==> src/rtl/ps2_cmd_pkg.sv <==
// Shared constants and types for the PS/2 scan-code to game-command controller:
// opcodes, set-2 scan codes, prefix FSM states and small decode helpers.
package ps2_cmd_pkg;

  localparam logic [1:0] OP_TOGGLE    = 2'd0;
  localparam logic [1:0] OP_RUN_PAUSE = 2'd1;
  localparam logic [1:0] OP_STEP      = 2'd2;
  localparam logic [1:0] OP_CLEAR     = 2'd3;

  localparam logic [7:0] SC_E0       = 8'hE0;
  localparam logic [7:0] SC_F0       = 8'hF0;
  localparam logic [7:0] SC_UP_EXT   = 8'h75;
  localparam logic [7:0] SC_DOWN_EXT = 8'h72;
  localparam logic [7:0] SC_LEFT_EXT = 8'h6B;
  localparam logic [7:0] SC_RIGHT_EXT= 8'h74;
  localparam logic [7:0] SC_W        = 8'h1D;
  localparam logic [7:0] SC_S        = 8'h1B;
  localparam logic [7:0] SC_A        = 8'h1C;
  localparam logic [7:0] SC_D        = 8'h23;
  localparam logic [7:0] SC_SPACE    = 8'h29;
  localparam logic [7:0] SC_ENTER    = 8'h5A;
  localparam logic [7:0] SC_N        = 8'h31;
  localparam logic [7:0] SC_C        = 8'h21;

  typedef enum logic [1:0] {ST_IDLE, ST_E0, ST_F0, ST_E0F0} pfx_state_t;

  typedef enum logic [2:0] {DIR_NONE, DIR_UP, DIR_DOWN, DIR_LEFT, DIR_RIGHT} dir_t;

  typedef struct packed {
    logic       hit;
    logic [1:0] op;
  } cmd_dec_t;

  function automatic cmd_dec_t decode_cmd(input logic [7:0] code);
    cmd_dec_t d;
    d = '{hit: 1'b1, op: OP_TOGGLE};
    case (code)
      SC_SPACE: d.op = OP_TOGGLE;
      SC_ENTER: d.op = OP_RUN_PAUSE;
      SC_N:     d.op = OP_STEP;
      SC_C:     d.op = OP_CLEAR;
      default:  d.hit = 1'b0;
    endcase
    return d;
  endfunction

  // Arrow keys live behind E0; WASD are plain codes. Same byte means different keys.
  function automatic dir_t decode_dir(input logic ext, input logic [7:0] code);
    dir_t d;
    d = DIR_NONE;
    if (ext) begin
      case (code)
        SC_UP_EXT:    d = DIR_UP;
        SC_DOWN_EXT:  d = DIR_DOWN;
        SC_LEFT_EXT:  d = DIR_LEFT;
        SC_RIGHT_EXT: d = DIR_RIGHT;
        default:      d = DIR_NONE;
      endcase
    end else begin
      case (code)
        SC_W:    d = DIR_UP;
        SC_S:    d = DIR_DOWN;
        SC_A:    d = DIR_LEFT;
        SC_D:    d = DIR_RIGHT;
        default: d = DIR_NONE;
      endcase
    end
    return d;
  endfunction

endpackage

==> src/rtl/cmd_fifo.sv <==
// Small synchronous FIFO; extra pointer bit separates full from empty.
module cmd_fifo #(
  parameter int DEPTH = 4,
  parameter int W     = 8
) (
  input  logic         clk,
  input  logic         rst,
  input  logic         push,
  input  logic [W-1:0] wdata,
  input  logic         pop,
  output logic [W-1:0] rdata,
  output logic         full,
  output logic         empty
);

  localparam int AW = $clog2(DEPTH);

  logic [AW:0]                wp, rp;
  logic [DEPTH-1:0][W-1:0]    mem;
  logic                       push_ok, pop_ok;

  assign empty   = (wp == rp);
  assign full    = (wp[AW] != rp[AW]) && (wp[AW-1:0] == rp[AW-1:0]);
  assign pop_ok  = pop & ~empty;
  assign push_ok = push & (~full | pop_ok);
  assign rdata   = mem[rp[AW-1:0]];

  always_ff @(posedge clk or negedge rst) begin
    if (!rst) begin
      wp <= '0;
      rp <= '0;
    end else begin
      if (push_ok) wp <= wp + (AW+1)'(1);
      if (pop_ok)  rp <= rp + (AW+1)'(1);
    end
  end

  always_ff @(posedge clk) begin
    if (push_ok) mem[wp[AW-1:0]] <= wdata;
  end

endmodule

==> src/rtl/ps2_key_cmd_ctrl.sv <==
// Resolves PS/2 E0/F0 prefixes into make/break events, moves the edit cursor
// and queues edit/run commands for the life engine.
module ps2_key_cmd_ctrl
  import ps2_cmd_pkg::*;
#(
  parameter int GRID_W         = 32,
  parameter int GRID_H         = 24,
  parameter int XW             = 5,
  parameter int YW             = 5,
  parameter int FIFO_DEPTH     = 4,
  parameter int TIMEOUT_CYCLES = 2000000
) (
  input  logic          clk,
  input  logic          rst,
  input  logic [7:0]    rx_byte,
  input  logic          rx_valid,
  output logic [XW-1:0] cur_x,
  output logic [YW-1:0] cur_y,
  output logic          cmd_valid,
  output logic [1:0]    cmd_op,
  output logic [XW-1:0] cmd_x,
  output logic [YW-1:0] cmd_y,
  input  logic          cmd_ready,
  output logic          overflow
);

  localparam int CW = $clog2(TIMEOUT_CYCLES + 1);
  localparam int DW = 2 + XW + YW;

  pfx_state_t    state, state_nxt;
  logic [CW-1:0] to_cnt;
  logic          to_hit;
  logic          mk, brk, ext;

  dir_t          dir;
  cmd_dec_t      dec;
  logic          cmd_mk, held_brk, push, pop;
  logic          held_vld;
  logic [1:0]    held_op;

  logic          full, empty;
  logic [DW-1:0] head;

  assign to_hit = (to_cnt == CW'(TIMEOUT_CYCLES - 1));

  always_ff @(posedge clk or negedge rst) begin
    if (!rst) state <= ST_IDLE;
    else      state <= state_nxt;
  end

  always_comb begin
    state_nxt = state;
    mk        = 1'b0;
    brk       = 1'b0;
    ext       = 1'b0;
    case (state)
      ST_IDLE: if (rx_valid) begin
        if (rx_byte == SC_E0)      state_nxt = ST_E0;
        else if (rx_byte == SC_F0) state_nxt = ST_F0;
        else                       mk = 1'b1;
      end
      ST_E0: if (rx_valid) begin
        if (rx_byte == SC_F0) state_nxt = ST_E0F0;
        else begin
          mk        = 1'b1;
          ext       = 1'b1;
          state_nxt = ST_IDLE;
        end
      end else if (to_hit) state_nxt = ST_IDLE;
      ST_F0: if (rx_valid) begin
        brk       = 1'b1;
        state_nxt = ST_IDLE;
      end else if (to_hit) state_nxt = ST_IDLE;
      ST_E0F0: if (rx_valid) begin
        brk       = 1'b1;
        ext       = 1'b1;
        state_nxt = ST_IDLE;
      end else if (to_hit) state_nxt = ST_IDLE;
      default: state_nxt = ST_IDLE;
    endcase
  end

  // Counts silent cycles only while a prefix is pending.
  always_ff @(posedge clk or negedge rst) begin
    if (!rst)                                     to_cnt <= '0;
    else if (state == ST_IDLE || rx_valid || to_hit) to_cnt <= '0;
    else                                          to_cnt <= to_cnt + CW'(1);
  end

  assign dir = mk ? decode_dir(ext, rx_byte) : DIR_NONE;

  always_ff @(posedge clk or negedge rst) begin
    if (!rst) begin
      cur_x <= '0;
      cur_y <= '0;
    end else begin
      case (dir)
        DIR_UP:    cur_y <= (cur_y == '0) ? YW'(GRID_H - 1) : cur_y - YW'(1);
        DIR_DOWN:  cur_y <= (cur_y == YW'(GRID_H - 1)) ? '0 : cur_y + YW'(1);
        DIR_LEFT:  cur_x <= (cur_x == '0) ? XW'(GRID_W - 1) : cur_x - XW'(1);
        DIR_RIGHT: cur_x <= (cur_x == XW'(GRID_W - 1)) ? '0 : cur_x + XW'(1);
        default: ;
      endcase
    end
  end

  assign dec      = decode_cmd(rx_byte);
  assign cmd_mk   = mk & ~ext & dec.hit;
  assign held_brk = brk & ~ext & dec.hit & held_vld & (held_op == dec.op);
  // Typematic repeats of the held command key are swallowed here.
  assign push     = cmd_mk & ~(held_vld & (held_op == dec.op));
  assign pop      = cmd_valid & cmd_ready;

  always_ff @(posedge clk or negedge rst) begin
    if (!rst) begin
      held_vld <= 1'b0;
      held_op  <= OP_TOGGLE;
    end else if (cmd_mk) begin
      held_vld <= 1'b1;
      held_op  <= dec.op;
    end else if (held_brk) begin
      held_vld <= 1'b0;
    end
  end

  always_ff @(posedge clk or negedge rst) begin
    if (!rst)                      overflow <= 1'b0;
    else if (push & full & ~pop)   overflow <= 1'b1;
  end

  cmd_fifo #(.DEPTH(FIFO_DEPTH), .W(DW)) u_fifo (
    .clk   (clk),
    .rst   (rst),
    .push  (push),
    .wdata ({dec.op, cur_x, cur_y}),
    .pop   (pop),
    .rdata (head),
    .full  (full),
    .empty (empty)
  );

  assign cmd_valid = ~empty;
  assign {cmd_op, cmd_x, cmd_y} = cmd_valid ? head : '0;

endmodule

==> config.mk <==
export PLATFORM = sky130hd
export DESIGN_NAME = ps2_key_cmd_ctrl
export DESIGN_NICKNAME = d
export VERILOG_FILES = /design/src/rtl/ps2_cmd_pkg.sv /design/src/rtl/cmd_fifo.sv /design/src/rtl/ps2_key_cmd_ctrl.sv
export SDC_FILE = /design/constraint.sdc
export NUM_CORES = 1
export LEC_CHECK = 0
export CAP_MARGIN = 20
export CORE_AREA = 10 10 94 112
export DETAILED_ROUTE_END_ITERATION = 8
export DIE_AREA = 0 0 104 122
export DONT_BUFFER_PORTS = 1
export GPL_ROUTABILITY_DRIVEN = 0
export PLACE_DENSITY = 0.75
export REMOVE_ABC_BUFFERS = 1
export SYNTH_ARGS = -nofsm -noshare
export SYNTH_HDL_FRONTEND = slang
export SYNTH_SLANG_ARGS = --single-unit
==> constraint.sdc <==
create_clock -name clk -period 2.1 [get_ports clk]
set_input_delay 0.42 -clock clk [delete_from_list [all_inputs] [get_ports clk]]
set_output_delay 0.42 -clock clk [all_outputs]
set_load 0.01 [all_outputs]
* Yosys cells after proc, flatten, opt, wreduce, memory -nomap -nowiden
Index checks and enable logic that the tools add are counted.
** Word-level totals
- Output and inout port bits :: 24
- Input bits :: 12
- Memory bits (writable) :: 0
- ROM bits :: 0
- Flip-flop bits (word level) :: 91
- Memories :: 0
- Latch bits :: 0
- Logic and storage cells :: 122
** Operators by class
- Multipliers :: 0
- Order comparisons :: 3
- Bitwise logic cells :: 19
- Div/mod/pow operators :: 0
- $add $sub $neg :: 7
- Equality and inequality tests :: 30
- Shift operators :: 0
- Reductions and logical operators :: 13
- Multiplexer cells :: 37
** Operators with widths (number)
- $bwmux 48 :: 1
- $eq 8x7->1 const B :: 5
- $mux 12 :: 3
- $eq 8x6->1 const B :: 4
- $bmux 12 s2 :: 1
- $demux 12 s2 :: 1
- $eq 8x5->1 const B :: 3
- $pmux 3 s4 :: 2
- $add 21x1->21 const B :: 1
- $eq 21x21->1 const B :: 1
- $mux 21 :: 1
- $mux 5 :: 4
- $pmux 5 s2 :: 2
- $eq 8x8->1 const B :: 2
- $mux 2 :: 7
- $and 1x1->1 :: 13
- $pmux 2 s3 :: 2
- $add 5x1->5 const B :: 2
- $eq 5x5->1 const B :: 2
- $logic_not 5->1 :: 2
- $sub 5x1->5 const B :: 2
- $mux 1 :: 9
- $add 3x1->3 const B :: 2
- $eq 3x2->1 const B :: 2
- 22 further kinds :: 35

* Longest topological paths before layout
- Depth after elaboration :: 11
- Depth in mapped cells :: 9
- Depth with buffers taken out :: 8

* Modules after synthesis
Synthesis repeated with hierarchy kept, for this count alone.
** Unflattened totals
- Cell total of the unflattened synthesis :: 384
- Area total of the unflattened synthesis :: 4684.5 µm²
** Modules (own cells, without submodules)
- ps2_key_cmd_ctrl :: area each 2532.4 µm², seq. area each 925.9 µm², cells an instance 286, instances 1
- cmd_fifo :: area each 2152.1 µm², seq. area each 1591.5 µm², cells an instance 98, instances 1

* Least setup slack after synthesis
OpenSTA, ideal clock, no wires.
- Kind :: input port to flip-flop
- From :: in rx_byte[2]
- To :: reg u_fifo.mem[36] in the netlist's numbering (enable)
- Stages on the path :: 6
- Arrival :: 2353 ps
- Required time :: 1721 ps
- Slack :: -632 ps
- Path buffers :: 1
- Library setup time :: 379 ps
- Cells stage by stage :: buf_6 > and4bb_2 > or3b_1 > and3_1 > o211a_2 > nor4b_4
** Between the ends
- Longest elaborated chain between the ends :: 9
- Elaborated cells on any way between the ends :: 23
- Those cells by class :: eq/ne: 7; mux: 8; bitwise: 7; reduce/logical: 1
** Ends and longest elaborated chain
- start: declaration :: line ps2_key_cmd_ctrl.sv:15 : input logic [7:0] rx_byte,
- $eq 8x8->1 :: line ps2_key_cmd_ctrl.sv:59, ps2_key_cmd_ctrl.sv:63
- $mux 1 :: line ps2_key_cmd_ctrl.sv:59, ps2_key_cmd_ctrl.sv:63
- $mux 1, on equally long branches :: line ps2_key_cmd_ctrl.sv:58, ps2_key_cmd_ctrl.sv:62
- $mux 1 / $pmux 1 s2 (equally long branches) :: line ps2_key_cmd_ctrl.sv:57, ps2_key_cmd_ctrl.sv:56
- $pmux 1 s2 / $not 1->1 (equally long branches) :: line ps2_key_cmd_ctrl.sv:56, ps2_key_cmd_ctrl.sv:108
- $and 1x1->1 (2 in a row) :: line ps2_key_cmd_ctrl.sv:108 : assign cmd_mk = mk & ~ext & dec.hit;
- $and 1x1->1 (*) :: line ps2_key_cmd_ctrl.sv:111 : assign push = cmd_mk & ~(held_vld & (held_op == dec.op));
- $and 1x1->1 (*) :: line cmd_fifo.sv:25 : assign push_ok = push & (~full | pop_ok);
- end signal: indexed assignment :: line cmd_fifo.sv:39 : if (push_ok) mem[wp[AW-1:0]] <= wdata;
- end: declaration :: line cmd_fifo.sv:19 : logic [DEPTH-1:0][W-1:0] mem;
Every way passes the cells marked *; elsewhere a longest branch is shown, timed or not.
A chain may end at the register's enable or synchronous reset.

* Worst setup path after layout
- From :: reg u_fifo.rp[0]
- To :: out cmd_y[3]
** Between the ends
- Longest elaborated chain between the ends :: 3
- Elaborated cells on any way between the ends :: 4
- Those cells by class :: eq/ne: 1; mux: 3
** Ends and longest elaborated chain
- start: declaration :: line cmd_fifo.sv:18 : logic [AW:0] wp, rp;
- start signal: assignment :: line cmd_fifo.sv:34 : if (pop_ok) rp <= rp + (AW+1)'(1);
- $bmux 12 s2 :: line cmd_fifo.sv:26 : assign rdata = mem[rp[AW-1:0]];
- $mux 12 (implied by the code) :: line cmd_fifo.sv:26
- $mux 12 (*) :: line ps2_key_cmd_ctrl.sv:143 : assign {cmd_op, cmd_x, cmd_y} = cmd_valid ? head : '0;
- end: declaration :: line ps2_key_cmd_ctrl.sv:22 : output logic [YW-1:0] cmd_y,
Every way passes the cells marked *; elsewhere a longest branch is shown, timed or not. The select of a mux whose other input is x is not followed.

==> summary.txt <==
Floorplanning
  – Row Count: 37
  – Die X: 104 um
  – # IOs: 36
  – Core ar.: 8430 um2
  – Die ar.: 12700 um2
  – Chip height: 122 um
  – Initial Util: 54.9%

Yosys
  – Syn Inst Count: 387
  – Synthesized cell area: 4630 um2
  – Synth cell types: 59
  – Primary FF master, synth: edfxtp_1
  – Register area share after synthesis: 54.4%
  – Synth Warn #: 0
  – Ys async rst share: 47.3%
  – Synthesized flop and latch total: 91
  – EDFF count, synth: 48
  – Syn avg cell area: 12.0 um2

Final layout
  – Syn-to-layout area delta: 15.2%
  – Fillers: 665
  – FF+latch area: 2520 um2
  – Cell Count, Final, Fillers Out: 548
  – Area of the multi-input gates: 2000 um2
  – Diodes inserted: 0
  – Nets: 449
  – Share of post-route cells with drive strength above 1: 20.6%
  – Final core utilization: 63.3%

Timing
  – Worst Skew: 0.0116 ns
  – Fin. Hold Viols: 0
  – Final period utilization: 98.0%
  – # setup viols final: 0
  – Max Slew Vio Count: 0
  – Worst-Margin Slew: 0.491 ns
  – Slew HR: 66.8%
  – Post-route setup TNS: 0 ns
  – RSZ-0062 raised after global routing: true
  – Maximum clock rate: 486 MHz
  – Final WS setup: 0.0430 ns
  – Tmin final: 2.06 ns

Clock tree
  – Clk buf depth: 2
  – Htree depth: 3
  – Root Buffer: clkbuf_8
  – Clk sink count: 91
  – CTS buffer count: 9
  – Worst skew pair latency: 0.36 ns
  – Worst-path clk slew: 0.09 ns
  – CTS tree: done

Critical path
  – CP Data Arrival Time: 1.64 ns
  – Crit path max fanout: 12
  – Slowest cell delay on critical path: 0.51 ns
  – CP Class: reg -> out
  – Worst-path cell chain: buf_12, mux4_2, nor2b_1
  – Crit path max-delay family: multiplexers
  – WP buf/inv: 1
  – Worst path required time: 1.68 ns
  – Slowest cell on crit path: mux4_2
  – Worst Setup Start Kind: flip-flop
  – Crit. End Element: output port

Hold path
  – Hold Crit Class: in -> reg

Placed design
  – Inst Count DP: 529
  – DP Worst Slack: -0.363 ns
  – Port Buf Inserts: 0
  – HPWL Detailed: 6540 um

Power
  – VDD IR-drop max: 0.000492 V
  – Design Power: 4.60 mW
  – Static Leakage: 2.06 nW
  – Sw power: 1.34 mW
  – Seq pwr share: 46.3%
  – Switching Fraction: 29.2%
  – Combinational Power Share: 25.8%
  – PD cells: 863 nW/um2
  – Clock power frac: 27.9%
  – Internal power: 3.26 mW

Route
  – Post-route antenna net violation count: 0
  – WL per Instance: 16.7 um
  – DRT Pass-1 Iters: 5
  – Final wirelength: 9140 um
  – Via/cell ratio: 5.68
  – Iteration-0 DRC Markers: 125
  – Vias: 3113
  – Remaining DRCs: 0

Global routing
  – Initial antenna violation count: 0
  – First-pass GRT wire length: 15300 um
  – Largest net degree at the start of global routing: 44
  – Vias in the first global route: 3129
  – GRT Overall Usage: 14.9%
  – Remaining global-route overflow: 0

Run
  – Maxcap violations: 0

Outcome
  – Status: complete, no violations
## layout make-up
cell class / instances / area share [%]
Sequential cell: 91 / 47.2
Timing Repair Buffer: 42 / 7.28
Clock inverter: 5 / 1.60
Multi-Input combinational cell: 265 / 37.5
Clock buffer: 11 / 2.46
Tap cell: 117 / 2.75
Inverter: 17 / 1.20
## per-stage QoR
| stage | area [um2] | hold WS, ns |
|---|---|---|
| after floorplan | 4560 | 0.124 |
| after global placement | 5050 | 0.128 |
| after detailed placement | 5050 | 0.127 |
| after CTS | 5310 | 0.209 |
| after global routing | 5330 | 0.214 |
| final | 5330 | 0.223 |
## path summary, 6_finish.rpt
path	from	end	slack (ns)	cells past startpoint
hold reg to reg	to_cnt[0]	to_cnt[0]	0.49	1
hold / removal	rx_byte[4]	state[1]	0.22	1
min in group asynchronous	rst	cur_y[2]	0.57	2
max in group asynchronous	rst	u_fifo.rp[0]	1.28	2
setup / recovery	u_fifo.rp[0]	cmd_y[3]	0.04	3
setup reg to reg	state[0]	cur_x[3]	0.21	8
## layout by cell type (no fill, tap or decap), drive strengths merged, types with 5 or more instances in the layout
cell type / count
a21oi: 9
and2: 6
buf: 41
clkbuf: 11
dfrtp: 43
edfxtp: 48
ha: 11
inv: 19
mux4: 12
nand2: 23
nand3: 22
nand4: 9
nor2: 40
nor2b: 15
nor3: 7
nor4: 5
o21ai: 11
xnor2: 14
xor2: 17
## cells in the mapped netlist (4+ instances only)
library cell  instances  area (um2)
a21oi_1               9        45.0
and2_1                6        37.5
and3_1                4        25.0
clkbuf_1              9        33.8
dfrtp_1              43        1080
edfxtp_1             48        1440
ha_1                 11         138
inv_1                17        63.8
mux2_2                4        45.0
mux4_2               12         270
nand2_1              23        86.3
nand3_1              22         110
nand3b_1              4        30.0
nand4_1               9        56.3
nor2_1               40         150
nor2b_1              15        93.8
nor3_1                6        30.0
nor4_1                5        31.3
o21ai_0              10        50.1
xnor2_1              14         123
xor2_1               17         149
## sequential cells by signal, indices dropped and copies added, names as in the netlist
register    count
cur_x           5
cur_y           5
held_op         2
held_vld        1
overflow        1
state           2
to_cnt         21
u_fifo.mem     48
u_fifo.rp       3
u_fifo.wp       3
## logic make-up after synthesis
logic type / Yosys count / share of synthesized area, %
simple gates: 160 / 19.3
compound gates: 46 / 7.54
buf+inv: 31 / 2.89
xor+xnor: 31 / 5.87
flops: 91 / 54.4
fa+ha+maj: 11 / 2.97
mux: 17 / 7.03
## metal layers
metal / part of all wire (%) / track usage (%)
met5: 0 / 0
met4: 2.7 / 7.06
met3: 5.3 / 4.49
met2: 50 / 24.2
met1: 42 / 17.9
## power by group through the flow
stage	sequential, mW	clock [mW]	combinational, mW
2_1_floorplan	2.23	0	0.749
3_3_place_gp	2.17	0	1.11
3_5_place_dp	2.17	0	1.14
4_1_cts	2.13	1.31	1.19
5_1_grt	2.14	1.38	1.33
6_report	2.13	1.28	1.19
## timing repair
action,CTS,global route
hold endpoints to repair,43,0
gates resized for setup,1,8
hold buffers,2,0
endpoints found under the setup margin,12,47
setup buffers,1,0
pin swaps,0,1
No activity file was read; power rests on OpenSTA's default activity.
